[src/rtl/traffic_junction_ctrl.sv]
// traffic_junction_ctrl: phase scheduler for a two-road junction.
// Main road rests on green; the side road and the pedestrian crossing are
// served on request through yellow and all-red clearance phases.
// Lamp vectors are [0:2] = {R, G, Y}.
// Optional night flashing mode: define TRAFFIC_JUNCTION_NIGHT_FLASH_EN.
module traffic_junction_ctrl #(
  parameter int CNT_W        = 8,
  parameter int GREEN_TICKS  = 8,
  parameter int YELLOW_TICKS = 3,
  parameter int ALLRED_TICKS = 2
) (
  input  logic       clk,
  input  logic       rst_n,
  input  logic       tick_en,
  input  logic       side_req,
  input  logic       ped_req,
`ifdef TRAFFIC_JUNCTION_NIGHT_FLASH_EN
  input  logic       night_mode,
`endif
  output logic [0:2] main_rgy,
  output logic [0:2] side_rgy,
  output logic       walk,
  output logic       ped_ack,
  output logic [2:0] phase
);

  typedef enum logic [2:0] {
    INIT_RED = 3'd0,
    MAIN_GRN = 3'd1,
    MAIN_YEL = 3'd2,
    RED_A    = 3'd3,
    SIDE_GRN = 3'd4,
    SIDE_YEL = 3'd5,
    RED_B    = 3'd6
`ifdef TRAFFIC_JUNCTION_NIGHT_FLASH_EN
    ,FLASH   = 3'd7
`endif
  } state_t;

  localparam logic [CNT_W-1:0] GRN_LOAD  = CNT_W'(GREEN_TICKS - 1);
  localparam logic [CNT_W-1:0] YEL_LOAD  = CNT_W'(YELLOW_TICKS - 1);
  localparam logic [CNT_W-1:0] RED_LOAD  = CNT_W'(ALLRED_TICKS - 1);
  localparam logic [CNT_W-1:0] TMR_ZERO  = {CNT_W{1'b0}};
  localparam logic [CNT_W-1:0] TMR_ONE   = CNT_W'(1);
  localparam logic [0:2]       LAMP_R    = 3'b100;
  localparam logic [0:2]       LAMP_G    = 3'b010;
  localparam logic [0:2]       LAMP_Y    = 3'b001;

  // Timer reload value for the phase being entered (length - 1).
  function automatic logic [CNT_W-1:0] phase_load(input state_t s);
    case (s)
      MAIN_GRN, SIDE_GRN:     phase_load = GRN_LOAD;
      MAIN_YEL, SIDE_YEL:     phase_load = YEL_LOAD;
      INIT_RED, RED_A, RED_B: phase_load = RED_LOAD;
      default:                phase_load = TMR_ZERO;
    endcase
  endfunction

  // Main-road lamp decode for steady (non-flashing) states.
  function automatic logic [0:2] main_lamp(input state_t s);
    case (s)
      MAIN_GRN: main_lamp = LAMP_G;
      MAIN_YEL: main_lamp = LAMP_Y;
      default:  main_lamp = LAMP_R;
    endcase
  endfunction

  // Side-road lamp decode for steady (non-flashing) states.
  function automatic logic [0:2] side_lamp(input state_t s);
    case (s)
      SIDE_GRN: side_lamp = LAMP_G;
      SIDE_YEL: side_lamp = LAMP_Y;
      default:  side_lamp = LAMP_R;
    endcase
  endfunction

  state_t           state_r, nxt_state_s;
  logic [CNT_W-1:0] timer_r, nxt_timer_s;
  logic             side_pend_r, ped_pend_r, walk_grant_r;
  logic             req_any_s, expire_s, enter_side_s, grant_nxt_s;
  logic [0:2]       main_nxt_s, side_nxt_s;
`ifdef TRAFFIC_JUNCTION_NIGHT_FLASH_EN
  logic             flash_on_r, flash_nxt_s;
`endif

  // Next-state, timer, walk grant and lamp decode for the coming edge.
  always_comb begin
    // Requests seen in the expiry cycle itself count for that expiry.
    req_any_s   = side_pend_r | ped_pend_r | side_req | ped_req;
    expire_s    = tick_en & (timer_r == TMR_ZERO);
    nxt_state_s = state_r;
    if (expire_s) begin
      case (state_r)
        INIT_RED: nxt_state_s = MAIN_GRN;
`ifdef TRAFFIC_JUNCTION_NIGHT_FLASH_EN
        MAIN_GRN: nxt_state_s = night_mode ? FLASH : (req_any_s ? MAIN_YEL : MAIN_GRN);
        RED_B:    nxt_state_s = night_mode ? FLASH : MAIN_GRN;
        FLASH:    nxt_state_s = night_mode ? FLASH : INIT_RED;
`else
        MAIN_GRN: nxt_state_s = req_any_s ? MAIN_YEL : MAIN_GRN;
        RED_B:    nxt_state_s = MAIN_GRN;
`endif
        MAIN_YEL: nxt_state_s = RED_A;
        RED_A:    nxt_state_s = SIDE_GRN;
        SIDE_GRN: nxt_state_s = SIDE_YEL;
        SIDE_YEL: nxt_state_s = RED_B;
        default:  nxt_state_s = INIT_RED;
      endcase
    end else begin
      nxt_state_s = state_r;
    end

    // Expired phases that hold (resting main green, flashing) keep timer at 0.
    if (expire_s) begin
      nxt_timer_s = (nxt_state_s != state_r) ? phase_load(nxt_state_s) : timer_r;
    end else if (tick_en) begin
      nxt_timer_s = timer_r - TMR_ONE;
    end else begin
      nxt_timer_s = timer_r;
    end

    // Walk is decided once on entry to side green and frozen for the phase.
    enter_side_s = (nxt_state_s == SIDE_GRN) && (state_r != SIDE_GRN);
    if (enter_side_s) begin
      grant_nxt_s = ped_pend_r | ped_req;
    end else if (nxt_state_s == SIDE_GRN) begin
      grant_nxt_s = walk_grant_r;
    end else begin
      grant_nxt_s = 1'b0;
    end

    main_nxt_s = main_lamp(nxt_state_s);
    side_nxt_s = side_lamp(nxt_state_s);
`ifdef TRAFFIC_JUNCTION_NIGHT_FLASH_EN
    // Flashing starts lit on entry and toggles on each tick.
    if (nxt_state_s != FLASH) begin
      flash_nxt_s = 1'b1;
    end else if (state_r != FLASH) begin
      flash_nxt_s = 1'b1;
    end else if (tick_en) begin
      flash_nxt_s = ~flash_on_r;
    end else begin
      flash_nxt_s = flash_on_r;
    end
    if (nxt_state_s == FLASH) begin
      main_nxt_s = flash_nxt_s ? LAMP_Y : 3'b000;
      side_nxt_s = flash_nxt_s ? LAMP_R : 3'b000;
    end else begin
      main_nxt_s = main_lamp(nxt_state_s);
      side_nxt_s = side_lamp(nxt_state_s);
    end
`endif
  end

  // Phase FSM, request latches and registered Moore outputs.
  always_ff @(posedge clk or negedge rst_n) begin
    if (!rst_n) begin
      state_r      <= INIT_RED;
      timer_r      <= RED_LOAD;
      side_pend_r  <= 1'b0;
      ped_pend_r   <= 1'b0;
      walk_grant_r <= 1'b0;
      ped_ack      <= 1'b0;
      main_rgy     <= LAMP_R;
      side_rgy     <= LAMP_R;
`ifdef TRAFFIC_JUNCTION_NIGHT_FLASH_EN
      flash_on_r   <= 1'b1;
`endif
    end else begin
      state_r      <= nxt_state_s;
      timer_r      <= nxt_timer_s;
      side_pend_r  <= enter_side_s ? 1'b0 : (side_pend_r | side_req);
      ped_pend_r   <= enter_side_s ? 1'b0 : (ped_pend_r | ped_req);
      walk_grant_r <= grant_nxt_s;
      ped_ack      <= enter_side_s & grant_nxt_s;
      main_rgy     <= main_nxt_s;
      side_rgy     <= side_nxt_s;
`ifdef TRAFFIC_JUNCTION_NIGHT_FLASH_EN
      flash_on_r   <= flash_nxt_s;
`endif
    end
  end

  assign walk  = walk_grant_r;
  assign phase = state_r;

endmodule
[config.mk]
export PLATFORM = sky130hd
export DESIGN_NAME = traffic_junction_ctrl
export DESIGN_NICKNAME = d
export VERILOG_FILES = /design/src/rtl/traffic_junction_ctrl.sv
export SDC_FILE = /design/constraint.sdc
export NUM_CORES = 1
export LEC_CHECK = 0
export ABC_AREA = 1
export CAP_MARGIN = 10
export CORE_MARGIN = 2
export CORE_UTILIZATION = 42
export CTS_BUF_LIST = sky130_fd_sc_hd__clkbuf_16
export DETAILED_ROUTE_END_ITERATION = 8
export HOLD_SLACK_MARGIN = 0.15
export MAX_ROUTING_LAYER = met4
export PLACE_DENSITY_LB_ADDON = 0.1
export SETUP_SLACK_MARGIN = 0.5
export SYNTH_ARGS = -nofsm -noshare
export SYNTH_HDL_FRONTEND = slang
export SYNTH_SLANG_ARGS = --single-unit
[constraint.sdc]
create_clock -name clk -period 1.65 [get_ports clk]
set_input_delay 0.4125 -clock clk [delete_from_list [all_inputs] [get_ports clk]]
set_output_delay 0.4125 -clock clk [all_outputs]
set_load 0.03 [all_outputs]
==> results.toml <==
[timing]
period_minus_slack_ns = 1.68
relSlewSlack_pct = 82.0
rsz0062_at_grt = "yes"
slew_violations = 0
finalSetupViolCount = 3
fin_crit_sh_pct = 102
timing.fmax_mhz = 594
worstMarginPinSlew_ns = 0.270
setup_slack_ns = -0.0333
hold_viol_final = 0
finClkSkew_ns = 0.00412

[logic_synthesis]
synth-edff-count = 0
synth-xor-area-share_pct = 2.95
synth.area.top_cells = "dfrtp_1 (38%), dfstp_2 (6.6%), nand2_1 (6.6%)"
async_reset_ff_share_pct = 100
seq_area_frac_synth_pct = 44.6
synth_common_cells = "nand2_1 (21), dfrtp_1 (18), inv_1 (15), nor2_1 (13), nand2_2 (8)"
syn_avg_cell_area_sq_um = 8.85
synth_compound_area_share_pct = 9.49
synth_top_family_by_area = "simple AND/OR/NAND/NOR gates"
synth_fa_ha_area_share_pct = 2.11
yosys.area.top_type_share_pct = 38.0
yosys_warnings = 0
synthMostInstantiatedCell = "nand2_1"
synth_nets = 141
synth_cell_type_count = 29
synth_largest_area_cell = "dfrtp_1"
synthCells = 134
synthFlopType = "dfrtp_1"
synthesis.area_sq_um = 1190
muxShareOfSynthArea_pct = 0
ys_ff_latch = 21
yosys.area_share.simple_pct = 33.8

[worst_setup_path]
critPathSlowestCell = "dfstp_2"
crit_chain = "inv_2 > ha_4 > nand2_4 > nor2_8 > a21oi_4 > buf_6 > inv_6 > a21oi_1 > nand2_1 > nand2_2"
worstSetupStartpointType = "flop"
path_class = "reg2reg"
endpoint_kind = "flop"
max_stage_delay_ns = 0.54
crit_buf_inv = 3
cp.required_ns = 1.84
worstPathMaxFanout = 5
cp_top_family = "flip-flops"
arrival_ns = 1.87
rrSetupSlack_ns = -0.03

[power]
comb_power_share_pct = 61.4
cellLeakagePower_nw = 0.971
pwr-share-seq_pct = 24.8
switching_power_mw = 1.59
pwr-share-clk_pct = 13.8
switching_share_pct = 43.0
total_power_mw = 3.69
peakVddDrop_mv = 1.34
internal_power_mw = 2.11
power_density_nw_per_um2 = 1860

[cells_and_area]
nFillCells = 198
syn_to_final_growth_pct = 67.3
seq_area_sq_um = 534
antenna_cells = 0
multi_input_area_sq_um = 737
drive_gt1_share_pct = 62.4
fin_nets = 202

[outcome]
violations = "setup timing"
outcome = "finished, violations left"

[floorplan]
die_w_um = 57.1
die_area_sq_um = 3260
core-area_sq_um = 2710
pin_count = 16
initial_core_util_pct = 43.8
rows = 19
dieHeight_um = 57.1

[cts]
clk_latency_ns = 0.25
cts_sinks = 21
htree_num_levels = 1
cts_tree = "done"
cts_made_buffers = 3
clkSlewWorstSetupHoldPaths_ns = 0.06
holdBufCountCts = 0
clockBufferDepth = 2
cts-root-buf = "clkbuf_16"

[placed_design]
hpwl_mm = 1.97
place_congestion = 0.818
portBuffers = 15
dpl_worst_slack_ns = -0.317

[global_routing]
gr-usage-all-layers_pct = 22.5
overflow = 0
antenna_found_initial = 0
grt_pass1_wl_mm = 5.46
grt_max_degree = 22
grt_pass1_vias = 1143

[worst_hold_path]
min_path_type = "in2async"

[route]
vias = 1144
drtPass1Iterations = 6
first_iter_violations = 11
viasPerCell = 5.08
wl_per_cell_um = 14.5
wl_mm = 3.26
drc = 0
ant_nets = 0

[flow_run]
cap_violations = 0
==> cell usage in the layout, fill, tap and decap left out, types with 5 or more instances in the layout <==
cell	netlist	final
nand3_2	3	5
nor2_4	3	6
nor2_1	13	9
buf_4	0	31
nand2_2	8	10
dfrtp_1	18	14
nand2_1	21	14
nand2_4	2	7
inv_1	15	10
buf_6	0	20
inv_2	5	8
==> per-layer routing <==
metal  vias up  global-route usage, %  routed length, um
li1        551                      -                  -
met1       568                   27.3               1320
met2        17                   37.8               1810
met3         8                   3.40                 65
met4         0                   8.64                 66
met5         -                      -                  0
==> power by group through the flow <==
| stage | clock, mW | sequential [mW] | combinational (mW) |
|---|---|---|---|
| after floorplan | 0 | 1.10 | 0.800 |
| after global placement | 0 | 0.920 | 1.51 |
| after detailed placement | 0 | 0.924 | 1.55 |
| after CTS | 0.524 | 0.906 | 2.10 |
| after global routing | 0.544 | 0.934 | 2.43 |
| final | 0.508 | 0.916 | 2.27 |
==> state kept, by name, summed over array words and instances, names as in the netlist <==
name	flops
main_rgy	3
ped_ack	1
ped_pend_r	1
phase	3
side_pend_r	1
side_rgy	3
timer_r	8
walk	1
==> final cells by class <==
class / count / share of cell area [%]
Multi-Input combinational cell: 92 / 37.1
Inverter: 21 / 4.60
Timing Repair inverter: 1 / 0.378
Clock inverter: 1 / 0.252
Sequential cell: 21 / 26.9
Tap cell: 31 / 1.95
Clock buffer: 3 / 3.78
Timing Repair Buffer: 55 / 25.0
==> path summary, 6_finish.rpt <==
kind	depth (start not counted)	startpoint	end
setup / recovery	10	timer_r[0]	timer_r[2]
hold / removal	2	rst_n	timer_r[7]
setup reg to reg	10	timer_r[0]	timer_r[2]
hold reg to reg	2	side_pend_r	side_pend_r
max in group asynchronous	2	rst_n	side_rgy[0]
min in group clk	2	side_pend_r	side_pend_r
==> repair_timing <==
item | CTS | global route
setup buffers | 16 | 6
gates cloned | 1 | 0
pin swaps | 22 | 12
resized for setup | 114 | 15
setup endpoints to repair | 32 | 32
==> logic make-up (layout without fill, tap and decap cells) <==
| family | count (synthesis) | in the layout |
|---|---|---|
| fa+ha+maj | 2 | 2 |
| buf+inv | 21 | 81 |
| compound gates | 16 | 16 |
| xor+xnor | 4 | 4 |
| simple gates | 70 | 70 |
| flops | 21 | 21 |
==> stage by stage <==
| step | hold slack [ns] | instance area (sq um) | instances | util, % | TNS [ns] |
|---|---|---|---|---|---|
| global placement | 0.486 | 1540 | 198 | 56.7 | -2.37 |
| detailed placement | 0.493 | 1540 | 198 | 56.7 | -2.70 |
| global route | 0.543 | 1980 | 225 | 73.2 | -0.539 |
| floorplan | 0.117 | 1210 | 134 | - | 0 |
| CTS | 0.503 | 1890 | 219 | 69.9 | -0.00566 |
| finish | 0.500 | 1980 | 225 | 73.2 | -0.0589 |
(Power assumes the default switching activity.)
